--- config.mk ---
export PLATFORM = sky130hd
export DESIGN_NAME = freq_meter
export DESIGN_NICKNAME = d
export VERILOG_FILES = /design/src/rtl/freq_meter.sv
export SDC_FILE = /design/constraint.sdc
export NUM_CORES = 1
export LEC_CHECK = 0
export BUFFER_PORTS_ARGS = -buffer_cell sky130_fd_sc_hd__buf_2
export CAP_MARGIN = 40
export CORE_ASPECT_RATIO = 1.1
export CORE_MARGIN = 5
export CORE_UTILIZATION = 40
export CTS_BUF_LIST = sky130_fd_sc_hd__clkbuf_8
export CTS_CLUSTER_DIAMETER = 200
export DETAILED_ROUTE_END_ITERATION = 7
export SLEW_MARGIN = 10
export SYNTH_ARGS = -nofsm -noshare
export SYNTH_HDL_FRONTEND = slang
export SYNTH_SLANG_ARGS = --single-unit
--- constraint.sdc ---
create_clock -name clk -period 3.95 [get_ports clk]
set_clock_uncertainty 0.05 [all_clocks]
set_input_delay 0.9875 -clock clk [delete_from_list [all_inputs] [get_ports clk]]
set_output_delay 0.9875 -clock clk [all_outputs]
set_load 0.005 [all_outputs]
--- src/rtl/freq_meter.sv ---
// rtl/freq_meter.sv - gated rising-edge frequency meter with overflow/no-activity flags.
// Optional binary-to-BCD result (bcd_out) when FREQ_METER_BCD_EN is defined.
module freq_meter #(
  parameter int GATE_CYCLES = 1000,
  parameter int CNT_W       = 16
) (
  input  logic             clk,
  input  logic             rst,
  input  logic             sig_in,
  input  logic             enable,
  output logic [CNT_W-1:0] count,
  output logic             count_valid,
  output logic             overflow,
  output logic             no_activity
`ifdef FREQ_METER_BCD_EN
  ,
  output logic [15:0]      bcd_out
`endif
);

  localparam int               GW        = $clog2(GATE_CYCLES);
  localparam logic [GW-1:0]    GATE_LAST = GW'(GATE_CYCLES - 1);
  localparam logic [CNT_W-1:0] CNT_MAX   = '1;

  typedef enum logic [1:0] {
    S_IDLE,
    S_MEASURE,
    S_CONVERT,
    S_REPORT
  } state_t;

  state_t           state_q;
  logic             s1_q, s2_q, s3_q;
  logic             edge_pulse;
  logic [GW-1:0]    gate_q;
  logic [CNT_W-1:0] edge_cnt_q, edge_cnt_d;
  logic             ovf_q, ovf_d;
  logic [CNT_W-1:0] count_q;
  logic             valid_q;
  logic             overflow_q;
  logic             no_act_q;

  assign edge_pulse = s2_q & ~s3_q;

  // Saturating increment; an edge arriving at full scale marks the window as overflowed.
  always_comb begin
    edge_cnt_d = edge_cnt_q;
    ovf_d      = ovf_q;
    if (edge_pulse) begin
      if (edge_cnt_q == CNT_MAX) begin
        ovf_d = 1'b1;
      end else begin
        edge_cnt_d = edge_cnt_q + CNT_W'(1);
      end
    end
  end

`ifdef FREQ_METER_BCD_EN
  logic [13:0] bin_q;
  logic [15:0] bcd_q;
  logic [15:0] bcd_adj;
  logic [15:0] bcd_shift_d;
  logic [3:0]  step_q;
  logic [13:0] clamp_d;
  logic [31:0] cnt_ext;
  logic [15:0] bcd_out_q;

  function automatic logic [3:0] add3(input logic [3:0] d);
    return (d >= 4'd5) ? d + 4'd3 : d;
  endfunction

  // One double-dabble step per cycle: correct each digit, then shift in the next binary bit.
  always_comb begin
    cnt_ext     = 32'(edge_cnt_d);
    clamp_d     = (cnt_ext > 32'd9999) ? 14'd9999 : 14'(edge_cnt_d);
    bcd_adj     = {add3(bcd_q[15:12]), add3(bcd_q[11:8]), add3(bcd_q[7:4]), add3(bcd_q[3:0])};
    bcd_shift_d = (bcd_adj << 1) | {15'd0, bin_q[13]};
  end

  assign bcd_out = bcd_out_q;
`endif

  always_ff @(posedge clk) begin
    if (rst) begin
      state_q    <= S_IDLE;
      s1_q       <= 1'b0;
      s2_q       <= 1'b0;
      s3_q       <= 1'b0;
      gate_q     <= '0;
      edge_cnt_q <= '0;
      ovf_q      <= 1'b0;
      count_q    <= '0;
      valid_q    <= 1'b0;
      overflow_q <= 1'b0;
      no_act_q   <= 1'b0;
`ifdef FREQ_METER_BCD_EN
      bin_q      <= '0;
      bcd_q      <= '0;
      step_q     <= '0;
      bcd_out_q  <= '0;
`endif
    end else begin
      s1_q    <= sig_in;
      s2_q    <= s1_q;
      s3_q    <= s2_q;
      valid_q <= 1'b0;
      case (state_q)
        S_IDLE: begin
          gate_q     <= '0;
          edge_cnt_q <= '0;
          ovf_q      <= 1'b0;
          if (enable) state_q <= S_MEASURE;
        end
        S_MEASURE: begin
          if (!enable) begin
            state_q    <= S_IDLE;
            gate_q     <= '0;
            edge_cnt_q <= '0;
            ovf_q      <= 1'b0;
          end else begin
            edge_cnt_q <= edge_cnt_d;
            ovf_q      <= ovf_d;
            if (gate_q == GATE_LAST) begin
`ifdef FREQ_METER_BCD_EN
              state_q <= S_CONVERT;
              bin_q   <= clamp_d;
              bcd_q   <= '0;
              step_q  <= '0;
`else
              // Result registers load on the way into REPORT so they are valid with count_valid.
              state_q    <= S_REPORT;
              count_q    <= edge_cnt_d;
              overflow_q <= ovf_d;
              no_act_q   <= (edge_cnt_d == '0);
              valid_q    <= 1'b1;
`endif
            end else begin
              gate_q <= gate_q + GW'(1);
            end
          end
        end
`ifdef FREQ_METER_BCD_EN
        S_CONVERT: begin
          bcd_q  <= bcd_shift_d;
          bin_q  <= bin_q << 1;
          step_q <= step_q + 4'd1;
          if (step_q == 4'd13) begin
            state_q    <= S_REPORT;
            count_q    <= edge_cnt_q;
            overflow_q <= ovf_q;
            no_act_q   <= (edge_cnt_q == '0);
            bcd_out_q  <= bcd_shift_d;
            valid_q    <= 1'b1;
          end
        end
`endif
        S_REPORT: begin
          gate_q     <= '0;
          edge_cnt_q <= '0;
          ovf_q      <= 1'b0;
          state_q    <= enable ? S_MEASURE : S_IDLE;
        end
        default: state_q <= S_IDLE;
      endcase
    end
  end

  assign count       = count_q;
  assign count_valid = valid_q;
  assign overflow    = overflow_q;
  assign no_activity = no_act_q;

endmodule

==> run metrics <==
worst flop-to-flop path startpoint edge_cnt_q[0]$_SDFFE_PP0P_; Ports 23; number of enable flip-flop cells after synthesis 0; register share of total power 0.582; share of cells above drive strength 1 0.1374; fraction of registers with async set/reset 0; area taken by multi-input logic gates 1405 µm²; hold wc startpoint s1_q$_SDFF_PP0_; fillers 658; synthesized area about 2500 µm²; first-iteration detailed-routing DRC count between 70 and 80; register-to-register setup slack ~1.4 ns; Static Leak between 1 and 1.5 nW; post-synth cell types 53; unrepaired setup endpoints after global routing no; CTS buffer count 5; All-Layer GR Usage 0.1397; # setup viols final 0; fin crit share 0.6764; Worst Max-Slew Pin Slew 0.7727 ns; net count after synthesis about 310; HP Class reg -> reg; die width around 86 µm; Area contributors post-synth dfxtp_1 41%, nor2_1 7.3%, xor2_1 4.5%; global-route wire length before repair about 9.0 mm; Rows 30; via count ~2100; Initial Util 0.4087; vias in the first global route approximately 1900; Post-Syn Instances about 300; post-route cell area about 2800 µm²; clock sinks 51; largest net degree at the start of global routing 27; Peak VDD IR a little under 0.2 mV; die area about 8000 µm²; Critical Path End Type flip-flop; Nets around 320; relative slew slack 0.4830; CP Launch Type input port; commonest non-fill, non-tap cell in the layout dfxtp_1; Placed Instance Area about 2700 µm²; FF/Latch Area 1021 µm²; hold depth 1; Max Cap Viol 0; mean post-synth cell area 8.444 µm²; non-filler cells, final slightly below 400; CTS resizes 0; Clock Power Share 0.363; Post-Route WL around 5.4 mm; ys flop type dfxtp_1; switching power around 0.20 mW; final hold vios 0; area grow syn2layout 10.54%; top-area cell type share of the netlist area 0.4058; CTS Buffer Depth 2; hpwl dp 3.838 mm; maximum clock rate ~0.37 GHz; worst slack at placement ~0.95 ns; Net Sw Frac 0.2259; core area around 6200 µm²; die height 93.19 µm; TritonRoute pass-1 iters 5; clk root buf clkbuf_8; Reg2Reg Depth 8; Worst Path Required 4.09 ns; Final WS setup about 1.3 ns; pwr dens about 320 nW/µm²; Routed wire per std cell roughly 14 µm; placed cells ~390; remaining routing DRC violations 0; CP arrival approximately 2.8 ns; IO buf count 22; WS Path Type in -> reg; clock-pin slew on the worst setup and hold paths ~0.080 ns; Yosys Warn Count 0; most frequent cells in the layout 51 x dfxtp_1, 49 x nor2_1, 27 x nand2_1; initial antenna violation count 0; grt ovf 0; GPL Wtd Cong 0.8260; cts hold-fix bufs 0; critical-path maximum fanout 12; postcts setup bufs 0; # diodes 0; antenna-violating nets left 0; setup_tns 0 ns; number of H-tree levels 2; Logic pwr share 0.055; CTS tree built; Synth area leader dfxtp_1; FF+latch count, synth 51; Clock Latency Late Sink 0.31 ns; final number of max-transition violations 0; Seq/Total Area, Yosys 0.4058; Vias/cell around 5.4; Critical R2R Capture no_activity$_SDFFE_PP0P_; crit path time final 2.672 ns; status finished clean; Pint a little under 0.7 mW; Hold EP s2_q$_SDFF_PP0_
## power by group through the flow
| stage | clock network, mW | registers, mW | logic (mW) |
|---|---|---|---|
| after floorplan | 0 | 0.531 | 0.0389 |
| after global placement | 0 | 0.532 | 0.0483 |
| after detailed placement | 0 | 0.532 | 0.0492 |
| after CTS | 0.340 | 0.520 | 0.0493 |
| after global routing | 0.357 | 0.521 | 0.0546 |
| final | 0.325 | 0.520 | 0.0487 |
## per-layer routing
metal	part of all wire	track usage	wire, µm
met5	0	0	0
met3	0.041	0.02996	223
met1	0.48	0.1739	2602
met2	0.46	0.2338	2529
met4	0.016	0.05541	85
## worst max-delay path by stage
stage,endpoint,slack [ns],from
after floorplan,gate_q[9]$_SDFFE_PP0P_,1.42,enable
after global placement,gate_q[9]$_SDFFE_PP0P_,1.02,enable
after detailed placement,gate_q[9]$_SDFFE_PP0P_,0.95,enable
after CTS,gate_q[9]$_SDFFE_PP0P_,1.28,enable
after global routing,gate_q[9]$_SDFFE_PP0P_,1.21,enable
final,gate_q[9]$_SDFFE_PP0P_,1.28,enable
## sequential cells by signal, summed over array words and instances, names as in the netlist
signal,flops
count,16
gate_q,10
no_activity,1
edge_cnt_q,16
state_q,2
ovf_q,1
s1_q,1
s2_q,1
count_valid,1
overflow,1
s3_q,1
## worst max-delay path, cell delays in order
cell and delay [ns]:
buf_2 0.16, nand4b_1 0.11, or4_1 0.67, a21boi_2 0.33
and3_1 0.23, nand4_1 0.11, xor2_1 0.17, nor2_1 0.05
## final cells by class
type                            instances  area share
Multi-Input combinational cell        225      0.5052
Sequential cell                        51      0.3671
Timing Repair Buffer                   25     0.05038
Tap cell                               80     0.03599
Clock buffer                            7     0.03464
Inverter                                4    0.005398
Clock inverter                          1    0.001350
## cells in the mapped netlist, types with 2 or more instances
cell       number
nand4_1         7
inv_1           4
a21o_1          2
a31oi_1         4
and3_1          8
a2bb2oi_1       4
nand3_1         8
clkbuf_1       13
a21oi_1        14
nor3_1          6
mux2i_1         3
o21ai_0         6
xnor2_1         8
nand2_1        27
ha_1            6
buf_2           3
and4_1          2
nor4_1          3
a211oi_1       10
nor2_1         49
nand2b_1        2
nor2b_1         5
or4_1           2
a22oi_1         7
dfxtp_1        51
nand4b_1        2
xor2_1         13
nand3b_1        4
## kinds of logic after synthesis
kind of cell	after synthesis	synth area share
AOI/OAI and AO/OA	58	0.1581
xor gates and xnor gates	21	0.07310
adders and majority gates	6	0.02984
buffers and inverters	22	0.03580
DFF	51	0.4058
muxes	3	0.01193
and+or+nand+nor	137	0.2854
## stage by stage
stage	utilization	hold WS, ns	power [mW]
final	0.4518	0.3915	0.8932
after detailed placement	0.4356	0.3774	0.5813
after global placement	0.4319	0.3763	0.5803
after global routing	0.4518	0.4089	0.9330
after floorplan	-	0.3638	0.5704
after CTS	0.4518	0.3998	0.9091
Note: power is estimated with default switching activity, not from simulation.
